===== config.mk =====
export PLATFORM = sky130hd
export DESIGN_NAME = uart_tx_fifo
export DESIGN_NICKNAME = d
export VERILOG_FILES = /design/src/rtl/uart_pkg.sv /design/src/rtl/uart_txq_mem.sv /design/src/rtl/uart_tx_fifo.sv
export SDC_FILE = /design/constraint.sdc
export NUM_CORES = 1
export LEC_CHECK = 0
export CAP_MARGIN = 20
export CELL_PAD_IN_SITES_DETAIL_PLACEMENT = 1
export CELL_PAD_IN_SITES_GLOBAL_PLACEMENT = 1
export CORE_MARGIN = 4
export CORE_UTILIZATION = 36
export CTS_BUF_LIST = sky130_fd_sc_hd__clkbuf_8 sky130_fd_sc_hd__clkbuf_16
export CTS_CLUSTER_DIAMETER = 60
export DETAILED_ROUTE_END_ITERATION = 8
export GPL_ROUTABILITY_DRIVEN = 0
export PLACE_DENSITY = 0.63
export RECOVER_POWER = 25
export SLEW_MARGIN = 20
export SYNTH_ARGS = -nofsm -noshare
export SYNTH_HDL_FRONTEND = slang
export SYNTH_HIERARCHICAL = 1
export SYNTH_SLANG_ARGS = --single-unit
export TNS_END_PERCENT = 100

===== constraint.sdc =====
create_clock -name clk -period 2.5 [get_ports clk]
set_input_delay 0.25 -clock clk [delete_from_list [all_inputs] [get_ports clk]]
set_output_delay 0.25 -clock clk [all_outputs]
set_load 0.05 [all_outputs]

===== src/rtl/uart_pkg.sv =====
`default_nettype none
// ============================================================================
// Module  : uart_pkg
// Purpose : Shared constants for the UART transmit queue: data width, FSM
//           state encoding and the timeout-counter width helper.
// Revision: 1.0 - initial release
// ============================================================================
package uart_pkg;

  localparam int UART_DW = 8;

  // Transmit-queue launcher FSM encoding
  localparam int         ST_W         = 2;
  localparam logic [1:0] ST_IDLE      = 2'd0;
  localparam logic [1:0] ST_LAUNCH    = 2'd1;
  localparam logic [1:0] ST_WAIT_BUSY = 2'd2;
  localparam logic [1:0] ST_WAIT_DONE = 2'd3;

  // Width of a counter that must reach busy_to-1; never narrower than 1 bit
  function automatic int timer_width(input int busy_to);
    return (busy_to > 1) ? $clog2(busy_to) : 1;
  endfunction

endpackage : uart_pkg
`default_nettype wire


===== src/rtl/uart_txq_mem.sv =====
`default_nettype none
// ============================================================================
// Module  : uart_txq_mem
// Purpose : DEPTH x UART_DW register array, one synchronous write port and
//           one asynchronous read port, backing the UART transmit queue.
// Revision: 1.0 - initial release
// ============================================================================
module uart_txq_mem
  import uart_pkg::*;
#(
  parameter int DEPTH = 16,
  localparam int AW   = $clog2(DEPTH)
) (
  input  logic               clk,
  input  logic               we,
  input  logic [AW-1:0]      waddr,
  input  logic [UART_DW-1:0] wdata,
  input  logic [AW-1:0]      raddr,
  output logic [UART_DW-1:0] rdata
);

  // Contents are don't-care after reset, so the array carries no reset
  logic [UART_DW-1:0] r_mem [DEPTH];

  always_ff @(posedge clk) begin
    if (we) begin
      r_mem[waddr] <= wdata;
    end
  end

  assign rdata = r_mem[raddr];

endmodule : uart_txq_mem
`default_nettype wire


===== src/rtl/uart_tx_fifo.sv =====
`default_nettype none
// ============================================================================
// Module  : uart_tx_fifo
// Purpose : Byte queue in front of the UART transmitter; pops one byte at a
//           time and launches a frame via tx_start/tx_data, pacing on tx_busy.
//           Build option UART_TXQ_LEVEL_EN adds the 'level' occupancy port.
// Revision: 1.0 - initial release
// ============================================================================
module uart_tx_fifo
  import uart_pkg::*;
#(
  parameter int DEPTH   = 16,
  parameter int BUSY_TO = 3,
  localparam int AW     = $clog2(DEPTH)
) (
  input  logic               clk,
  input  logic               rst,
  input  logic               wr_en,
  input  logic [UART_DW-1:0] wr_data,
  output logic               full,
  output logic               empty,
  output logic               overflow,
  input  logic               tx_busy,
  output logic               tx_start,
  output logic [UART_DW-1:0] tx_data
`ifdef UART_TXQ_LEVEL_EN
  ,
  output logic [AW:0]        level
`endif
);

  localparam int              TW        = timer_width(BUSY_TO);
  localparam logic [TW-1:0]   C_TO_LAST = TW'(BUSY_TO - 1);
  localparam logic [AW:0]     C_FULL    = (AW + 1)'(DEPTH);

  logic [AW-1:0]      r_wr_ptr;
  logic [AW-1:0]      r_rd_ptr;
  logic [AW:0]        r_count;
  logic [ST_W-1:0]    r_state;
  logic [TW-1:0]      r_timer;
  logic               r_overflow;
  logic [UART_DW-1:0] r_tx_data;

  logic               w_push;
  logic               w_pop;
  logic [UART_DW-1:0] w_rd_data;

  // Status flags decode the registered count only; a same-cycle pop never
  // rescues a push that arrives while full.
  assign full  = (r_count == C_FULL);
  assign empty = (r_count == '0);

  assign w_push = wr_en && !full;
  assign w_pop  = (r_state == ST_IDLE) && !empty && !tx_busy;

  uart_txq_mem #(
    .DEPTH (DEPTH)
  ) u_mem (
    .clk   (clk),
    .we    (w_push),
    .waddr (r_wr_ptr),
    .wdata (wr_data),
    .raddr (r_rd_ptr),
    .rdata (w_rd_data)
  );

  always_ff @(posedge clk or negedge rst) begin
    if (!rst) begin
      r_wr_ptr   <= '0;
      r_rd_ptr   <= '0;
      r_count    <= '0;
      r_overflow <= 1'b0;
    end else begin
      r_overflow <= wr_en && full;
      if (w_push) begin
        r_wr_ptr <= r_wr_ptr + 1'b1;
      end
      if (w_pop) begin
        r_rd_ptr <= r_rd_ptr + 1'b1;
      end
      case ({w_push, w_pop})
        2'b10:   r_count <= r_count + 1'b1;
        2'b01:   r_count <= r_count - 1'b1;
        default: r_count <= r_count;
      endcase
    end
  end

  // Launcher: a frame that never raises tx_busy is treated as finished after
  // BUSY_TO cycles so an absent or stalled transmitter cannot wedge the queue.
  always_ff @(posedge clk or negedge rst) begin
    if (!rst) begin
      r_state   <= ST_IDLE;
      r_timer   <= '0;
      r_tx_data <= '0;
    end else begin
      case (r_state)
        ST_IDLE: begin
          if (w_pop) begin
            r_tx_data <= w_rd_data;
            r_state   <= ST_LAUNCH;
          end
        end
        ST_LAUNCH: begin
          r_timer <= '0;
          r_state <= ST_WAIT_BUSY;
        end
        ST_WAIT_BUSY: begin
          if (tx_busy) begin
            r_state <= ST_WAIT_DONE;
          end else if (r_timer == C_TO_LAST) begin
            r_state <= ST_IDLE;
          end else begin
            r_timer <= r_timer + 1'b1;
          end
        end
        ST_WAIT_DONE: begin
          if (!tx_busy) begin
            r_state <= ST_IDLE;
          end
        end
        default: r_state <= ST_IDLE;
      endcase
    end
  end

  assign tx_start = (r_state == ST_LAUNCH);
  assign tx_data  = r_tx_data;
  assign overflow = r_overflow;

`ifdef UART_TXQ_LEVEL_EN
  assign level = r_count;
`endif

endmodule : uart_tx_fifo
`default_nettype wire


### Word-level counts from Yosys, hierarchy flattened

Memories as Yosys holds them, arrays and structs flattened. A register that Yosys moved wholly into a read port is not among the register bits.
Cells that the tools add are included.

| operators by class | value |
|---|---|
| add/sub/neg operators | 5 |
| eq/ne operators | 12 |
| multiplexer cells | 11 |
| reduce and logical (&&, ||, !) cells | 15 |

Operators by type and width:

| operator | count |
|---|---|
| 2-bit 2-to-1 mux | 6 |
| 5-bit one-hot mux with 2 select lines | 1 |
| 4-bit by 1-bit adder with 4-bit output, second input constant | 2 |
| 2-bit equality test, second input constant | 4 |
| 2-bit inequality test, second input constant | 4 |
| 2-bit one-hot mux with 4 select lines | 1 |
| 3-bit AND reduction | 2 |
| 5-bit by 1-bit adder with 5-bit output, second input constant | 1 |
| 5-bit equality test, second input constant | 1 |
| 5-bit logical NOT | 1 |
| 5-bit by 1-bit subtractor with 5-bit output, second input constant | 1 |
| 2-bit by 1-bit equality test with 1-bit output, second input constant | 2 |
| 1-bit logical AND | 4 |
| 1-bit logical NOT | 4 |
| 2-bit one-hot mux with 2 select lines | 1 |
| 2-bit nonzero test | 2 |
| 3-bit inequality test, second input constant | 1 |
| 2-bit by 1-bit adder with 2-bit output, second input constant | 1 |
| 2-bit logical NOT | 1 |
| 1-bit 2-to-1 mux | 2 |
| 2-bit AND reduction | 1 |

| storage, ports and cells | value |
|---|---|
| bits in registers | 18 |
| bits in writable memories | 128 |
| input bits | 12 |
| memories kept | 1 |

Memory list:

| memory | depth | width | rd ports | clocked after memory_dff | write ports | RTL line | text |
|---|---|---|---|---|---|---|---|
| u_mem.r_mem | 16 | 8 | 1 | 1 | 1 | uart_txq_mem.sv:23 | `logic [UART_DW-1:0] r_mem [DEPTH];` |

### Logic depth before layout (Yosys ltp)

Gate-level depths: netlist (run 1).

| logic depth | value |
|---|---|
| depth after elaboration | 6 |
| gate-level depth with buffers | 10 |
| gate-level depth less buffers | 10 |

### By module

The synthesis (run 1) kept the hierarchy.

Modules (own cells, without submodules):

| module | instances | cells each | area each (um^2) |
|---|---|---|---|
| uart_txq_mem | 1 | 221 | 4987.3 |
| uart_tx_fifo | 1 | 104 | 1320.0 |

### Worst setup path before layout (run 1)

No wires, ideal clock.

| timing path | value |
|---|---|
| kind | reg-to-reg |
| start | register r_count[0] |
| end | register r_count[4] |
| setup time | 0.145 ns |
| arrival time | 2.536 ns |
| required time | 2.355 ns |
| slack | -0.181 ns |
| stages on the path, launching flop included | 11 |
| clock period less this slack | 2.681 ns |
| path through | dfrtp_1 nor4_4 and2_2 nand2b_2 ha_1 inv_1 fa_1 nor2b_1 o2111ai_1 o311ai_0 o211ai_1 |

RTL lines:

| item | RTL line | text |
|---|---|---|
| from (decl) | uart_tx_fifo.sv:38 | `logic [AW:0] r_count;` |
| from (signal assigned) | uart_tx_fifo.sv:82 | `2'b10: r_count <= r_count + 1'b1;` |
| from (signal assigned) | uart_tx_fifo.sv:83 | `2'b01: r_count <= r_count - 1'b1;` |
| from (signal assigned) | uart_tx_fifo.sv:84 | `default: r_count <= r_count;` |
| 5-bit equality test * | uart_tx_fifo.sv:50 | `assign full = (r_count == C_FULL);` |
| net full | uart_tx_fifo.sv:20 | `output logic full,` |
| 1-bit logical NOT * | uart_tx_fifo.sv:53 | `assign w_push = wr_en && !full;` |
| 1-bit logical AND * | uart_tx_fifo.sv:53 |  |
| 2-bit by 1-bit equality test with 1-bit output / 2-bit equality test (equally long branches) | uart_tx_fifo.sv:81 | `case ({w_push, w_pop})` |
| 5-bit one-hot mux with 2 select lines / 2-bit nonzero test (equally long branches) | n/a |  |

Mark *: on every way through the listed nets, which the timed path passes. The rest lies on a longest branch.
A chain may end at the register's enable or synchronous reset.

### Final worst setup path (run 1)

| timing path | value |
|---|---|
| start | register r_count[2] |
| end | register r_count[4] |

| on the way | value |
|---|---|
| longest elaborated chain between the ends | 6 |

Ends and longest elaborated chain:

| item | RTL line | text |
|---|---|---|
| 5-bit logical NOT | uart_tx_fifo.sv:51 | `assign empty = (r_count == '0);` |
| 1-bit logical NOT | uart_tx_fifo.sv:54 | `assign w_pop = (r_state == ST_IDLE) && !empty && !tx_busy;` |
| 1-bit logical AND (2 in series) | uart_tx_fifo.sv:54 |  |
| 2-bit by 1-bit equality test with 1-bit output / 2-bit equality test (equally long branches) | uart_tx_fifo.sv:81 |  |
| 5-bit one-hot mux with 2 select lines / 2-bit nonzero test (equally long branches) | n/a |  |

Several ways; a longest one is shown, not always the timed one.

==> results.toml, run 1 <==
[status]
status = "finished, violations left"
violations = "max-capacitance violations, max-slew violations"

[clock_network]
cts.sinks = 154
cts_buffer_depth = 2
clk_pin_slew_ns = 0.06
cts_tree = "yes"
clock_latency_ns = 0.41
cts_max_level = 4
cts_root_buf = "clkbuf_16"
cts_buffers = 17

[worst_setup_path]
path_buf_inv = 2
crit_top_cell = "buf_4"
worstPathRequired_ns = 2.78
critPathKind = "reg -> reg"
path_delay_family = "compound AO/OA/AOI/OAI gates"
critPathLaunch = "r_count[2]"
r2r_start = "r_count[2]"
path_cells = "nor4_4 > buf_4 > a2111oi_4 > ha_4 > buf_4 > ha_2 > nor4b_2 > a311oi_1 > o311ai_2 > o211ai_1"
crit_slowest_cell = "dfrtp_1"
r2r-end = "r_count[4]"
r2r_slack_ns = 0.13
endpoint_kind = "register"
critical-path-max-stage-delay_ns = 0.42
worstPathMaxFanout = 3
rr_worst_depth = 10
cp.arrival_ns = 2.65
startpoint_type = "register"

[sta]
rsz0062_at_grt = "false"
finalSetupViolCount = 0
slew-limit-headroom_pct = -16.6
worst_pin_slew_ns = 1.75
period_minus_slack_ns = 2.37
maxSlewViolCount = 27
fin_worst_skew_ns = 0.00791
hold_violations = 0
max_freq_mhz = 421
period_share_pct = 95.0
fin_ws_ns = 0.126

[global_routing]
overflow = 0
grtUsageTotal_pct = 14.2
grt_pass1_wl_mm = 20.8
grt_max_degree = 36
antenna_found_initial = 0
grt_pass1_vias = 3495

[hold_path]
worst_hold_path.endpoint = "tx_data[5]"
hp-class = "reg -> reg"
min_path_cells = 1
min_from = "tx_data[5]"

[placed_design]
pre_cts_ws_ns = -0.0836
dp_cells = 585
placed_cell_area_sq_um = 6960
dp_hpwl_mm = 8.70
numPortBuffers = 23

[synth]
syn_inst = 325
ys_async_sr_fraction_pct = 16.9
syn_area_sq_um = 6310
synth_top_area_cell = "edfxtp_1"
syn_area_per_cell_sq_um = 19.4
synth_cell_types = 51
synth-main-ff-cell = "edfxtp_1"
synth-seq-cells = 154
ys.warnings.count = 6
synth_edf_count = 128
synth_nets = 345
seq_area_frac_synth_pct = 71.3
synth_area_leaders = "edfxtp_1 (61%), dfrtp_1 (10%), mux4_2 (6.4%)"
synth_top_cell_area_share_pct = 60.9

[detailed_routing]
via_count = 3181
wl_mm = 13.1
drtAntennaViolNets = 0
drc = 0
routed_via_density = 5.13
drt-wirelength-per-cell_um = 21.2
dr.pass1.iters = 4
drtIter0Drc = 176

[finish]
nFillCells = 1625
nets = 402
diodes = 0
drive_above_1_share_pct = 27.8
stdcell_area_sq_um = 7610
finalNonFillerCells = 620
synthToLayoutAreaGrowth_pct = 20.7
utilization_pct = 44.1

[floorplan]
rows = 48
io-pin-count = 24
die_x_um = 140
design.die.area_sq_um = 19700
die_h_um = 140
initial_core_util_pct = 36.6
fp.coreArea_sq_um = 17200

[power_and_ir_drop]
leakagePower_nw = 2.65
ir_drop_uv = 690
cellPowerDensity_nw_per_um2 = 1190

[run]
max-cap-violations = 1
## registers in the layout, indices dropped and copies added, names as in the netlist
| name | count |
|---|---|
| u_mem/r_mem | 128 |
| tx_data | 8 |
| r_count | 5 |
| r_rd_ptr | 4 |
| r_wr_ptr | 4 |
| r_state | 2 |
| r_timer | 2 |
| overflow | 1 |
## placed cells by master (no fill, tap or decap), drive strengths merged, types with 5 or more instances in the layout
cell and instances:
a22oi 16, buf 27, clkbuf 19, clkdlybuf4s50 16, dfrtp 26, dlygate4sd3 6, edfxtp 128, ha 7
inv 13, mux2 10, mux4 32, nand2 14, nor2 15, xnor2 5
## kinds of logic after synthesis
family                     after synthesis  synth area share [%]
AOI/OAI and AO/OA                       33                  4.19
muxes                                   43                  14.2
DFF                                    154                  71.3
adders and majority gates                8                  1.71
buffers and inverters                   20                  2.08
xor gates and xnor gates                 9                  1.37
and+or+nand+nor                         58                  5.20
## routing by layer
| metal | vias up | part of all wire, % | wire length, um | track usage, % |
|---|---|---|---|---|
| met4 | 0 | 0.82 | 108 | 4.90 |
| met3 | 9 | 3.4 | 450 | 3.28 |
| met2 | 45 | 52 | 6860 | 24.2 |
| li1 | 1438 | - | - | - |
| met1 | 1689 | 43 | 5710 | 18.0 |
| met5 | - | 0 | 0 | 0 |
## worst max-delay path by stage
stage	endpoint	slack [ns]	cells past startpoint
3_3_place_gp	r_count[4]	0.05	8
4_1_cts	r_count[4]	0.003	9
5_1_grt	r_count[4]	0.009	9
3_5_place_dp	r_count[4]	-0.08	10
2_1_floorplan	r_count[4]	0.001	10
6_report	r_count[4]	0.13	10
## what timing repair did
action                     CTS  global route
setup buffers                1             2
hold buffers                 0             0
resized for setup            4             7
setup endpoints to repair    3             2
pin swaps                    1             3
## area by class of cell
type | count | area (sq um) | share of cell area (%)
Inverter | 7 | 26.3 | 0.345
Sequential cell | 154 | 4500 | 59.1
Tap cell | 225 | 282 | 3.70
Multi-Input combinational cell | 151 | 1730 | 22.8
Timing Repair Buffer | 51 | 473 | 6.22
Clock buffer | 18 | 439 | 5.77
Clock inverter | 14 | 159 | 2.09
## cell usage after synthesis (all sizes together), types with 2 or more instances
cell           number
clkbuf              2
nand2              14
nand3               2
a22oi              16
clkdlybuf4s25       3
a21o                3
dfrtp              26
a21oi               2
nand2b              4
buf                 8
mux4               32
o21ai               3
and2                3
edfxtp            128
nor4                2
nand3b              2
inv                 7
mux2               10
nor2               15
xnor2               5
xor2                4
a22o                2
nand4               3
nor2b               3
nor3                4
ha                  7
## power breakdown
group	switching (mW)	internal, mW	total, mW
Combinational	1.58	1.38	2.96
Sequential	0.324	3.23	3.55
Clock	1.04	1.52	2.56
## stage by stage
step / setup TNS (ns) / total power, mW / hold slack (ns)
2_1_floorplan: 0 / 5.55 / -0.0456
3_3_place_gp: 0 / 6.43 / 0.497
3_5_place_dp: -0.0836 / 6.52 / 0.499
4_1_cts: 0 / 9.14 / 0.237
5_1_grt: 0 / 9.57 / 0.525
6_report: 0 / 9.07 / 0.510
## worst reg2reg max path: cells and delay by family (launching register included)
kind / cells / cell delay [ns]
AOI/OAI and AO/OA: 4 / 0.70
and+or+nand+nor: 2 / 0.36
DFF: 1 / 0.42
adders and majority gates: 2 / 0.49
buffers and inverters: 2 / 0.27
No activity file was read; power rests on OpenSTA's default activity.
==> run 2: changes to the inputs <==
--- a/config.mk
+++ b/config.mk
@@ -13,7 +13,6 @@
 export CTS_BUF_LIST = sky130_fd_sc_hd__clkbuf_8 sky130_fd_sc_hd__clkbuf_16
 export CTS_CLUSTER_DIAMETER = 60
 export DETAILED_ROUTE_END_ITERATION = 8
-export GPL_ROUTABILITY_DRIVEN = 0
 export PLACE_DENSITY = 0.63
 export RECOVER_POWER = 25
 export SLEW_MARGIN = 20
==> results of run 2 <==
The final DEF is identical to that of run 1; final timing and power are the same.
==> run 3: changes to the inputs <==
--- a/config.mk
+++ b/config.mk
@@ -8,13 +8,14 @@
 export CAP_MARGIN = 20
 export CELL_PAD_IN_SITES_DETAIL_PLACEMENT = 1
 export CELL_PAD_IN_SITES_GLOBAL_PLACEMENT = 1
-export CORE_MARGIN = 4
 export CORE_UTILIZATION = 36
 export CTS_BUF_LIST = sky130_fd_sc_hd__clkbuf_8 sky130_fd_sc_hd__clkbuf_16
 export CTS_CLUSTER_DIAMETER = 60
 export DETAILED_ROUTE_END_ITERATION = 8
+export GPL_TIMING_DRIVEN = 0
 export PLACE_DENSITY = 0.63
 export RECOVER_POWER = 25
+export SKIP_CTS_REPAIR_TIMING = 1
 export SLEW_MARGIN = 20
 export SYNTH_ARGS = -nofsm -noshare
 export SYNTH_HDL_FRONTEND = slang
==> results.toml, run 3 (synthesis results as in run 1) <==
[clock_network]
cts.sinks = 154
cts_buffers = 17
clock_latency_ns = 0.42
clk_pin_slew_ns = 0.06
cts_buffer_depth = 2
cts_max_level = 4
cts_tree = "yes"
cts_root_buf = "clkbuf_16"

[worst_setup_path]
critPathKind = "reg -> reg"
cp.arrival_ns = 2.84
worstPathRequired_ns = 2.79
path_delay_family = "simple AND/OR/NAND/NOR gates"
worstPathMaxFanout = 6
path_cells = "nor4_4 > and2_4 > nand2b_4 > ha_4 > clkinvlp_4 > fa_2 > nor2b_4 > o22ai_1 > nand4_1 > o211ai_1"
critical-path-max-stage-delay_ns = 0.44
path_buf_inv = 1
startpoint_type = "register"
crit_slowest_cell = "dfrtp_2"
endpoint_kind = "register"

[status]
status = "finished, violations left"
violations = "negative setup slack"

[placed_design]
pre_cts_ws_ns = -0.479
numPortBuffers = 23
gp_congestion = 0.739
dp_hpwl_mm = 8.69

[sta]
hold_violations = 0
worst_pin_slew_ns = 1.42
fin_worst_skew_ns = 0.00703
finalSetupViolCount = 1
maxSlewViolCount = 0
period_share_pct = 102
period_minus_slack_ns = 2.55
max_freq_mhz = 392
fin_ws_ns = -0.0496
slew-limit-headroom_pct = 5.17
rsz0062_at_grt = "true"

[hold_path]
hp-class = "reg -> reg"

[global_routing]
grt_pass1_vias = 3306
overflow = 0
grt_max_degree = 27
grtUsageTotal_pct = 15.8
grt_pass1_wl_mm = 20.1
antenna_found_initial = 0

[finish]
diodes = 0
nets = 395
layout_common_cells = "edfxtp_1 (128), dfrtp_1 (25), mux4_2 (18)"
final_common_cell = "edfxtp_1"
largest_register_ffs = 128
largest-register = "u_mem/r_mem"
drive_above_1_share_pct = 28.4
utilization_pct = 44.1
synthToLayoutAreaGrowth_pct = 20.0
nFillCells = 1648

[power_and_ir_drop]
cellPowerDensity_nw_per_um2 = 1200
ir_drop_uv = 554
leakagePower_nw = 2.61

[detailed_routing]
routed_via_density = 5.27
drc = 0
dr.pass1.iters = 4
drt-wirelength-per-cell_um = 21.5
wl_mm = 13.2
drtIter0Drc = 173
drtAntennaViolNets = 0
via_count = 3226

[floorplan]
die_h_um = 134
die_x_um = 134
fp.coreArea_sq_um = 17200
design.die.area_sq_um = 18100
rows = 48
io-pin-count = 24
initial_core_util_pct = 36.7

[run]
max-cap-violations = 0
[run 3: worst paths after layout]
kind	from	end	slack, ns	cells after the start
worst max register to register	r_count[0]	r_count[4]	-0.05	10
min in group asynchronous	rst	r_count[1]	0.69	2
max in group asynchronous	rst	r_count[0]	0.88	2
worst max-delay path	r_count[0]	r_count[4]	-0.05	10
worst min-delay path	tx_data[3]	tx_data[3]	0.51	1
worst min register to register	tx_data[3]	tx_data[3]	0.51	1
[run 3: worst register-to-register path, cell delays in order, from the launching register on]
cell        delay (ns)
dfrtp_2           0.44
nor4_4            0.41
and2_4            0.21
nand2b_4          0.13
ha_4              0.19
clkinvlp_4        0.11
fa_2              0.42
nor2b_4           0.15
o22ai_1           0.13
nand4_1           0.13
o211ai_1          0.10
[run 3: report_power, final]
| part | switching [mW] | leakage [nW] | internal [mW] |
|---|---|---|---|
| clock | 1.05 | 0.268 | 1.39 |
| sequential | 0.326 | 1.47 | 3.22 |
| combinational | 1.72 | 0.873 | 1.35 |
[run 3: per-stage QoR]
stage	cells	hold WS, ns	area (sq um)	power (mW)	TNS [ns]
floorplan	325	-0.0456	6330	5.55	0
global placement	573	0.503	6840	6.39	-12.34
detailed placement	574	0.294	6860	6.52	-3.56
CTS	605	-0.163	7430	8.98	-2.80
global route	612	0.535	7570	9.48	-0.763
finish	612	0.511	7570	9.05	-0.0496
[run 3: metal layers]
| metal | vias up | global-route usage [%] | wire length [um] |
|---|---|---|---|
| li1 | 1419 | - | - |
| met2 | 52 | 25.7 | 6800 |
| met1 | 1739 | 20.4 | 5770 |
| met4 | 0 | 7.05 | 224 |
| met3 | 16 | 3.29 | 389 |
| met5 | - | 0 | 0 |
[run 3: cell type report]
cell class,count,area (sq um),area share (%)
buffer,12,101,1.34
clock inverter,14,140,1.85
sequential,154,4500,59.4
inverter,7,30.0,0.397
clock buffer,17,425,5.62
timing repair buffer,32,299,3.95
multi-input combinational,151,1790,23.7
tap,225,282,3.72
